<file path="src/rtl/seven_seg_pkg.sv">
// Shared types and constants for the seven-segment decode/scan path.
package seven_seg_pkg;

  // One digit's segment pattern, bit0 = a ... bit6 = g, active-high.
  typedef logic [6:0] seven_seg_t;

  // Centre bar only: shown before any real pattern has been loaded.
  localparam seven_seg_t DASH    = 7'h40;
  // Every segment dark, active-high.
  localparam seven_seg_t SEG_OFF = 7'h00;

endpackage

</file>
<file path="src/rtl/seven_seg_scan_if.sv">
// Pattern-load and display-pin bundle for seven_seg_scan.
interface seven_seg_scan_if
  import seven_seg_pkg::*;
#(
  parameter int DIGIT_COUNT = 2
);

  seven_seg_t [DIGIT_COUNT-1:0] seg_in;
  logic                         load;
  seven_seg_t                   seg_out;
  logic [DIGIT_COUNT-1:0]       dig_en;
  logic                         frame_start;
  logic                         update_pending;

  modport master (
    output seg_in, load,
    input  seg_out, dig_en, frame_start, update_pending
  );

  modport slave (
    input  seg_in, load,
    output seg_out, dig_en, frame_start, update_pending
  );

endinterface

</file>
<file path="src/rtl/seven_seg_refresh_timer.sv">
// Slot and digit counters for the display scan. The counters hold the
// position of the cycle that begins at the next clock edge, so the scan
// top can register its outputs from them and still have registered pins
// that describe the current cycle.
module seven_seg_refresh_timer #(
  parameter int DIGIT_COUNT  = 2,
  parameter int REFRESH_DIV  = 1000,
  parameter int BLANK_CYCLES = 16,
  parameter int IDX_W        = (DIGIT_COUNT > 1) ? $clog2(DIGIT_COUNT) : 1
) (
  input  logic             clk,
  input  logic             rst_n,
  output logic             blank,
  output logic [IDX_W-1:0] digit_idx,
  output logic             frame_start
);

  localparam int              SLOT_W    = (REFRESH_DIV > 1) ? $clog2(REFRESH_DIV) : 1;
  localparam logic [SLOT_W-1:0] SLOT_LAST = SLOT_W'(REFRESH_DIV - 1);
  localparam logic [IDX_W-1:0]  IDX_LAST  = IDX_W'(DIGIT_COUNT - 1);

  logic [SLOT_W-1:0] slot_cnt;
  logic [IDX_W-1:0]  idx;

  // Advance the slot counter; step the digit at slot end, wrapping per frame.
  always_ff @(posedge clk) begin
    if (!rst_n) begin
      slot_cnt <= '0;
      idx      <= '0;
    end else if (slot_cnt == SLOT_LAST) begin
      slot_cnt <= '0;
      idx      <= (idx == IDX_LAST) ? '0 : idx + 1'b1;
    end else begin
      slot_cnt <= slot_cnt + 1'b1;
    end
  end

  assign digit_idx   = idx;
  assign blank       = (BLANK_CYCLES > 0) && (int'(slot_cnt) < BLANK_CYCLES);
  assign frame_start = (slot_cnt == '0) && (idx == '0);

endmodule

</file>
<file path="src/rtl/seven_seg_scan.sv">
// Time-multiplexed seven-segment driver: double-buffered patterns that
// switch only at frame boundaries, a leading blank per digit slot, and
// optional pin inversion.
module seven_seg_scan
  import seven_seg_pkg::*;
#(
  parameter int DIGIT_COUNT    = 2,
  parameter int REFRESH_DIV    = 1000,
  parameter int BLANK_CYCLES   = 16,
  parameter bit SEG_ACTIVE_LOW = 1'b1,
  parameter bit DIG_ACTIVE_LOW = 1'b1
) (
  input logic              clk,
  input logic              rst_n,
  seven_seg_scan_if.slave  bus
);

  localparam int IDX_W = (DIGIT_COUNT > 1) ? $clog2(DIGIT_COUNT) : 1;

  typedef seven_seg_t [DIGIT_COUNT-1:0] seg_array_t;

  seg_array_t             staging;
  seg_array_t             shadow;
  seg_array_t             shadow_nxt;
  logic                   pending;
  logic                   blank;
  logic                   boundary;
  logic [IDX_W-1:0]       idx;
  logic [DIGIT_COUNT-1:0] dig_q;
  seven_seg_t             seg_q;
  logic                   fs_q;

  // boundary is high during the last cycle of a frame (and while held in
  // reset), i.e. the coming edge enters cycle 0 of a frame.
  seven_seg_refresh_timer #(
    .DIGIT_COUNT  (DIGIT_COUNT),
    .REFRESH_DIV  (REFRESH_DIV),
    .BLANK_CYCLES (BLANK_CYCLES),
    .IDX_W        (IDX_W)
  ) u_timer (
    .clk         (clk),
    .rst_n       (rst_n),
    .blank       (blank),
    .digit_idx   (idx),
    .frame_start (boundary)
  );

  // Pattern set for the coming cycle: a load on the boundary edge bypasses staging.
  always_comb begin
    shadow_nxt = shadow;
    if (boundary) begin
      if (bus.load) begin
        shadow_nxt = bus.seg_in;
      end else if (pending) begin
        shadow_nxt = staging;
      end
    end
  end

  // Double buffer: capture loads into staging, commit to shadow on frame boundaries.
  always_ff @(posedge clk) begin
    if (!rst_n) begin
      staging <= {DIGIT_COUNT{DASH}};
      shadow  <= {DIGIT_COUNT{DASH}};
      pending <= 1'b0;
    end else begin
      shadow <= shadow_nxt;
      if (boundary) begin
        pending <= 1'b0;
      end else if (bus.load) begin
        staging <= bus.seg_in;
        pending <= 1'b1;
      end
    end
  end

  // Registered digit enable and segment bus; dig_en and seg_out move together.
  always_ff @(posedge clk) begin
    if (!rst_n) begin
      dig_q <= '0;
      seg_q <= SEG_OFF;
      fs_q  <= 1'b0;
    end else begin
      fs_q <= boundary;
      if (blank) begin
        dig_q <= '0;
        seg_q <= SEG_OFF;
      end else begin
        dig_q <= DIGIT_COUNT'(1) << idx;
        seg_q <= shadow_nxt[idx];
      end
    end
  end

  assign bus.seg_out        = SEG_ACTIVE_LOW ? ~seg_q : seg_q;
  assign bus.dig_en         = DIG_ACTIVE_LOW ? ~dig_q : dig_q;
  assign bus.frame_start    = fs_q;
  assign bus.update_pending = pending;

endmodule
</file>
<file path="src/flat_wrapper.sv">
// flat-port wrapper written by rule: the top's interface ports become plain ports
module seven_seg_scan_flat import seven_seg_pkg::*;
#(
  parameter int DIGIT_COUNT    = 2,
  parameter int REFRESH_DIV    = 1000,
  parameter int BLANK_CYCLES   = 16,
  parameter bit SEG_ACTIVE_LOW = 1'b1,
  parameter bit DIG_ACTIVE_LOW = 1'b1
)
  (clk, rst_n, bus_seg_in, bus_load, bus_seg_out, bus_dig_en, bus_frame_start, bus_update_pending);
  seven_seg_scan_if #(.DIGIT_COUNT(DIGIT_COUNT)) bus_i ();
  input logic clk;
  input logic rst_n;
  input wire logic [$bits(bus_i.seg_in)-1:0] bus_seg_in;
  input wire logic [$bits(bus_i.load)-1:0] bus_load;
  output wire logic [$bits(bus_i.seg_out)-1:0] bus_seg_out;
  output wire logic [$bits(bus_i.dig_en)-1:0] bus_dig_en;
  output wire logic [$bits(bus_i.frame_start)-1:0] bus_frame_start;
  output wire logic [$bits(bus_i.update_pending)-1:0] bus_update_pending;
  assign bus_i.seg_in = bus_seg_in;
  assign bus_i.load = bus_load;
  assign bus_seg_out = bus_i.seg_out;
  assign bus_dig_en = bus_i.dig_en;
  assign bus_frame_start = bus_i.frame_start;
  assign bus_update_pending = bus_i.update_pending;
  seven_seg_scan #(.DIGIT_COUNT(DIGIT_COUNT), .REFRESH_DIV(REFRESH_DIV), .BLANK_CYCLES(BLANK_CYCLES), .SEG_ACTIVE_LOW(SEG_ACTIVE_LOW), .DIG_ACTIVE_LOW(DIG_ACTIVE_LOW)) u_core (.clk(clk), .rst_n(rst_n), .bus(bus_i));
endmodule
</file>
<file path="config.mk">
export PLATFORM = sky130hd
export DESIGN_NAME = seven_seg_scan_flat
export DESIGN_NICKNAME = d
export VERILOG_FILES = /design/src/rtl/seven_seg_pkg.sv /design/src/rtl/seven_seg_scan_if.sv /design/src/rtl/seven_seg_refresh_timer.sv /design/src/rtl/seven_seg_scan.sv /design/src/flat_wrapper.sv
export SDC_FILE = /design/constraint.sdc
export NUM_CORES = 1
export LEC_CHECK = 0
export ABC_CLOCK_PERIOD_IN_PS = 1900
export CAP_MARGIN = 20
export CORE_MARGIN = 4
export CORE_UTILIZATION = 27
export CTS_CLUSTER_DIAMETER = 50
export DETAILED_ROUTE_END_ITERATION = 12
export GPL_ROUTABILITY_DRIVEN = 0
export PLACE_DENSITY = 0.51
export SLEW_MARGIN = 40
export SYNTH_ARGS = -nofsm -noshare
export SYNTH_HDL_FRONTEND = slang
export SYNTH_HIERARCHICAL = 1
export SYNTH_SLANG_ARGS = --single-unit
</file>
<file path="constraint.sdc">
create_clock -name clk -period 1.9 [get_ports clk]
set_input_delay 0.38 -clock clk [delete_from_list [all_inputs] [get_ports clk]]
set_output_delay 0.38 -clock clk [all_outputs]
set_load 0.005 [all_outputs]
</file>
==> impl_metrics.tcl, run 1 <==
set metrics [dict create \
    status "complete, but fails checks" \
    violations "setup timing" \
    r2r_cells 8 \
    r2r_slack_ps -220 \
    placedCellCount 385 \
    hpwlAfterDp_um 3760 \
    postSynthCellCount 240 \
    min_period_ps 2120 \
    synthFlopType "dfxtp_1" \
    rows 31 \
    cp-end-kind "flip-flop" \
    maxSlewViolCount 0 \
    start_kind "flip-flop" \
    setup_slack_ps -223 \
    rsz0062_at_grt "true" \
    synth_top_cell_area_share_pct 48.1 \
    p_leak_nw 1.13 \
    grt_pass1_wl_um 8940 \
    cts.reportedPaths.clkPinSlew_ps 100 \
    max_cap_viol_count 0 \
    chipWidth_um 95.8 \
    cp_num_buf_inv 1 \
    synth_largest_area_cell "dfxtp_1" \
    die_height_um 95.8 \
    final_cells 400 \
    pwr_density_cell_nw_per_um2 932 \
    io_pins 28 \
    critPathSlowestCell "or4_4" \
    cts_hold_buf 0 \
    clock_latency_ps 310 \
    die_area_sq_um 9170 \
    worst_pin_slew_ps 292 \
    ctsHtreeMaxLevel 2 \
    numPortBuffers 27 \
    wire_per_inst_um 13.3 \
    finalCritPeriodShare_pct 112 \
    antenna_left 0 \
    critPathMaxStageDelay_ps 540 \
    synth_edf_count 0 \
    cp_max_fo 10 \
    area_growth_pct 42.8 \
    finalSetupViolations 35 \
    nFillCells 788 \
    setup_tns_ps -5010 \
    n_antenna_cell 0 \
    synth_fp_nets 259 \
    critPathArrivalTime_ps 2300 \
    drt_iter0_drc 46 \
    synthTopCellsByCount "50 x dfxtp_1, 34 x nand2_1, 24 x nor2_1, 23 x inv_1, 16 x a21oi_1" \
    ys_seq_elements 50 \
    drtPass1Iterations 4 \
    cp_top_family "simple AND/OR/NAND/NOR gates" \
    stdcell_area_sq_um 2970 \
    clock_skew_ps 20.1 \
    final_util_pct 40.3 \
    start_util_pct 28.2 \
    hold_path_startpoint "u_core/staging[5]$_SDFFE_PN0P_" \
    hold_depth 2 \
    grtUsageTotal_pct 12.5 \
    drc 0 \
    grt_max_degree 26 \
    cts_buffers 5 \
    dpl-instance-area_sq_um 2750 \
    min_to "u_core/staging[5]$_SDFFE_PN0P_" \
    ys_warn_count 6 \
    synth_area_sq_um 2080 \
    viasPerCell 4.73 \
    grt_overflow 0 \
    async_flop_share_pct 0 \
    synth.most_common_cell "dfxtp_1" \
    cts_buffer_depth 2 \
    path_cells "or4_4 -> nor3_4 -> and4b_2 -> buf_12 -> nand2_4 -> o32a_1 -> o221ai_2 -> o22ai_1" \
    final_nets 319 \
    finalHoldViolCount 0 \
    yosysSeqAreaShare_pct 48.1 \
    relSlewSlack_pct 80.5 \
    drive_above_1_share_pct 25.2 \
    crit_required_ps 2070 \
    yosys-top-cells-area "dfxtp_1 48%, nand2_1 6.1%, o221ai_1 5.5%, nor2_1 4.3%, inv_1 4.2%" \
    hold_class "flip-flop to flip-flop" \
    pre_cts_ws_ps -303 \
    syn_avg_cell_area_sq_um 8.66 \
    crit_type "flip-flop to flip-flop" \
    tritoncts "done" \
    ys_types 38 \
    reg2reg_from "u_core/u_timer/slot_cnt[9]$_SDFF_PP0_" \
    r2r_end "u_core/seg_q[0]$_SDFF_PP0_" \
    cts_root_buf "clkbuf_8" \
    ir_drop_mv 0.387 \
    core_area_sq_um 7370 \
    antenna_found_initial 0 \
    clock_sinks 50 \
    vias 1890 \
    grt_pass1_vias 1872 \
    fmax_mhz 471 \
    wl_um 5310 \
]
-- where the power goes --
group          internal, W  leakage (nW)  switching, W
logic             0.000416         0.657      0.000348
clock network     0.000433        0.0618      0.000359
registers          0.00115         0.410     0.0000560
-- state kept, by name, indices dropped and copies added (netlist names) --
signal / cells
u_core/bus.frame_start: 1
u_core/bus.update_pending: 1
u_core/dig_q: 2
u_core/seg_q: 7
u_core/shadow: 14
u_core/staging: 14
u_core/u_timer/digit_idx: 1
u_core/u_timer/slot_cnt: 10
-- cells by family after synthesis --
logic type | synth area share [%]
AOI/OAI and AO/OA | 21.1
and+or+nand+nor | 20.0
xor gates and xnor gates | 1.26
adders and majority gates | 1.20
DFF | 48.1
buffers and inverters | 8.36
-- placed cells by master, fill, tap and decap left out, drive strengths merged, types with 4 or more instances in the layout --
cell / netlist / layout
inv: 24 / 25
nand2: 34 / 34
or4: 4 / 4
a31oi: 7 / 7
o211ai: 6 / 6
clkbuf: 4 / 6
or3: 5 / 5
o22ai: 7 / 7
o221ai: 13 / 13
nand3: 4 / 4
clkdlybuf4s50: 0 / 27
o32a: 8 / 8
nor2: 24 / 24
buf: 10 / 40
dfxtp: 50 / 50
a21oi: 16 / 16
-- stage by stage --
step / power (W) / hold WS [ps]
2_1_floorplan: 0.00166 / 430
3_3_place_gp: 0.00191 / 443
3_5_place_dp: 0.00192 / 448
4_1_cts: 0.00279 / 459
5_1_grt: 0.00294 / 496
6_report: 0.00277 / 460
-- layer usage --
metal,GRT usage [%],vias up,wire (um)
met1,15.8,892,2570
met4,4.27,0,55
met3,2.81,4,160
met5,0,-,0
li1,-,973,-
met2,21.1,21,2520
-- cell type report --
class / count / area, sq um / area share (%)
clock buffers: 6 / 82.6 / 2.78
multi-input cells: 152 / 1030 / 34.6
inverters: 24 / 90.1 / 3.03
clock inverters: 2 / 38.8 / 1.31
repair buffers: 67 / 603 / 20.3
flip-flops and latches: 50 / 1000 / 33.8
well taps: 99 / 124 / 4.17
-- repair_timing --
action,CTS,global route
endpoints found under the setup margin,35,36
setup buffers,7,1
gates cloned,0,0
pin swaps,2,1
gates resized for setup,5,6
-- worst max path at each step --
stage,start,to,cells past startpoint
3_3_place_gp,u_core/u_timer/slot_cnt[9]$_SDFF_PP0_,u_core/seg_q[2]$_SDFF_PP0_,8
3_5_place_dp,u_core/u_timer/slot_cnt[9]$_SDFF_PP0_,u_core/seg_q[0]$_SDFF_PP0_,8
6_report,u_core/u_timer/slot_cnt[9]$_SDFF_PP0_,u_core/seg_q[0]$_SDFF_PP0_,8
5_1_grt,u_core/u_timer/slot_cnt[9]$_SDFF_PP0_,u_core/seg_q[6]$_SDFF_PP0_,9
4_1_cts,u_core/u_timer/slot_cnt[9]$_SDFF_PP0_,u_core/seg_q[0]$_SDFF_PP0_,8
2_1_floorplan,u_core/u_timer/slot_cnt[9]$_SDFF_PP0_,u_core/seg_q[0]$_SDFF_PP0_,8
-- worst register-to-register path, stage by stage, from the launching register on --
cell      delay (ps)
dfxtp_2          330
or4_4            540
nor3_4           130
and4b_2          280
buf_12           140
nand2_4           90
o32a_1           310
o221ai_2          80
o22ai_1          100
No activity file was read; power rests on OpenSTA's default activity.
==> inputs of run 2 (changes only) <==
SLEW_MARGIN = 20   (was 40)
==> results of run 2 <==
The final DEF is identical to that of run 1; final timing and power are the same.
==> inputs of run 3 (changes only) <==
CTS_BUF_LIST = sky130_fd_sc_hd__clkbuf_16   (was default)
==> run 3 against run 2 <==
  * The run still ends with setup timing left
  * First-iteration DRC count shrank 6.5%
  * Global-route usage is 0.16 points higher
  * Critical endpoint is now u_core/seg_q[6]$_SDFF_PP0_
  * Critical path type unchanged
  * Register-to-register slack worse by 20 ps
  * Cell area increased by 2.6%
  * Wire length rose by 1.6%
  * Sequential cell count unchanged
  * Non-clock buffer count up 1
  * Highest routed layer unchanged
==> impl_metrics.tcl, run 3 (synthesized netlist as in run 1, its figures left out) <==
set metrics [dict create \
    cp_max_fo 9 \
    reg2reg_from "u_core/u_timer/slot_cnt[9]$_SDFF_PP0_" \
    relSlewSlack_pct 79.9 \
    die_area_sq_um 9170 \
    final_cell_mix "49 x dfxtp_1, 33 x buf_4, 32 x nand2_1, 27 x clkdlybuf4s50_1, 23 x nor2_1" \
    ctsHtreeMaxLevel 2 \
    drt_iter0_drc 43 \
    cp_num_cells 9 \
    worst_pin_slew_ps 302 \
    rsz0062_at_grt "true" \
    crit_required_ps 2120 \
    worstSetupEndpoint "u_core/seg_q[6]$_SDFF_PP0_" \
    hold_depth 2 \
    tritoncts "done" \
    maxSlewViolCount 0 \
    grt_pass1_vias 1916 \
    crit_path_start "u_core/u_timer/slot_cnt[9]$_SDFF_PP0_" \
    violations "setup timing" \
    p_leak_nw 1.16 \
    area_growth_pct 46.5 \
    grtUsageTotal_pct 12.7 \
    r2r_slack_ps -240 \
    core_area_sq_um 7370 \
    wire_per_inst_um 13.5 \
    hold_class "flip-flop to flip-flop" \
    cts_buffer_depth 2 \
    setup_slack_ps -239 \
    grt_max_degree 26 \
    min_period_ps 2140 \
    rows 31 \
    nFillCells 772 \
    critPathSlowestCell "or4_4" \
    chipWidth_um 95.8 \
    status "complete, but fails checks" \
    hpwlAfterDp_um 3760 \
    top_regs "u_core/shadow (14), u_core/staging (14), u_core/u_timer/slot_cnt (10)" \
    clock_skew_ps 12.2 \
    finalCritPeriodShare_pct 113 \
    drive_above_1_share_pct 24.8 \
    io_pins 28 \
    critPathMaxStageDelay_ps 540 \
    numPortBuffers 27 \
    cts_root_buf "clkbuf_16" \
    path_cells "or4_4 -> nor3_4 -> and4b_2 -> buf_12 -> buf_4 -> nor2_1 -> a31oi_1 -> o221ai_4 -> o22ai_2" \
    cts.reportedPaths.clkPinSlew_ps 70 \
    r2r_end "u_core/seg_q[6]$_SDFF_PP0_" \
    pwr_density_cell_nw_per_um2 989 \
    start_kind "flip-flop" \
    die_height_um 95.8 \
    drc 0 \
    setup_tns_ps -5310 \
    start_util_pct 28.2 \
    power.total_w 0.00301 \
    drtPass1Iterations 4 \
    cp_top_family "simple AND/OR/NAND/NOR gates" \
    finalSetupViolations 35 \
    fmax_mhz 467 \
    wl_um 5400 \
    ir_drop_mv 0.436 \
    final_nets 320 \
    cp-end-kind "flip-flop" \
    cp_num_buf_inv 2 \
    antenna_found_initial 0 \
    grt_pass1_wl_um 9100 \
    crit_type "flip-flop to flip-flop" \
    cts_buffers 5 \
    clock_latency_ps 290 \
    final_common_cell "dfxtp_1" \
    critPathArrivalTime_ps 2360 \
    grt_overflow 0 \
    antenna_left 0 \
    viasPerCell 4.80 \
    r2r_cells 9 \
    max_cap_viol_count 0 \
    finalHoldViolCount 0 \
    clock_sinks 50 \
    vias 1923 \
    n_antenna_cell 0 \
]
==> run 3: cell count changes in the layout (fill, tap and decap cells not counted), sizes merged <==
cell,change
clkbuf,-1
buf,+1
clkinv,+1
==> run 3: area by class of cell <==
cell class / count / area [sq um] / area share, %
multi-input combinational: 152 / 1040 / 34.0
sequential: 50 / 1000 / 32.9
timing repair buffer: 68 / 626 / 20.5
clock buffer: 5 / 125 / 4.11
tap: 99 / 124 / 4.07
inverter: 24 / 90.1 / 2.96
clock inverter: 3 / 42.5 / 1.40
==> run 3: worst min-delay path by stage <==
stage	slack, ps	to	start
2_1_floorplan	430	u_core/u_timer/slot_cnt[0]$_SDFF_PP0_	u_core/u_timer/slot_cnt[0]$_SDFF_PP0_
3_3_place_gp	440	u_core/staging[2]$_SDFFE_PN0P_	u_core/staging[2]$_SDFFE_PN0P_
3_5_place_dp	450	u_core/staging[0]$_SDFFE_PN0P_	u_core/staging[0]$_SDFFE_PN0P_
4_1_cts	460	u_core/staging[0]$_SDFFE_PN0P_	u_core/staging[0]$_SDFFE_PN0P_
5_1_grt	490	u_core/staging[5]$_SDFFE_PN0P_	u_core/staging[5]$_SDFFE_PN0P_
6_report	450	u_core/staging[5]$_SDFFE_PN0P_	u_core/staging[5]$_SDFFE_PN0P_
==> run 3: metrics by stage <==
step / setup slack (ps) / std cells / utilization, % / hold slack [ps] / area [sq um]
after global routing: -331 / 401 / 41.3 / 490 / 3050
final: -239 / 401 / 41.3 / 455 / 3050
after global placement: -245 / 385 / 37.4 / 443 / 2750
after CTS: -223 / 400 / 40.9 / 456 / 3020
after floorplan: -97.9 / 240 / - / 430 / 2200
after detailed placement: -303 / 385 / 37.4 / 448 / 2750
==> run 3: what timing repair did <==
action | 4_1_cts | 5_1_grt
endpoints found under the hold margin | 0 | 0
gates resized for setup | 11 | 4
hold buffers | 0 | 0
setup buffers | 7 | 2
pin swaps | 3 | 3
endpoints found under the setup margin | 35 | 37
==> run 3: where the power goes <==
group	total (W)	leakage (nW)	internal (W)	switching, W
registers	0.00121	0.410	0.00115	0.0000567
logic	0.000797	0.668	0.000439	0.000358
clock network	0.00101	0.0818	0.000621	0.000384
total	0.00301	1.16	0.00221	0.000799
==> run 3: worst reg2reg max path, cell delays in order (launching register included) <==
cell and delay [ps]:
dfxtp_2 320, or4_4 540, nor3_4 130, and4b_2 290, buf_12 140, buf_4 110, nor2_1 40, a31oi_1 220
o221ai_4 150, o22ai_2 130
==> run 3: layer usage <==
metal,vias up,share of wire (%),global-route usage (%)
met5,-,0,0
met4,0,1.9,4.86
met3,10,3.8,3.28
met2,34,48,21.4
met1,904,46,15.5
li1,975,-,-
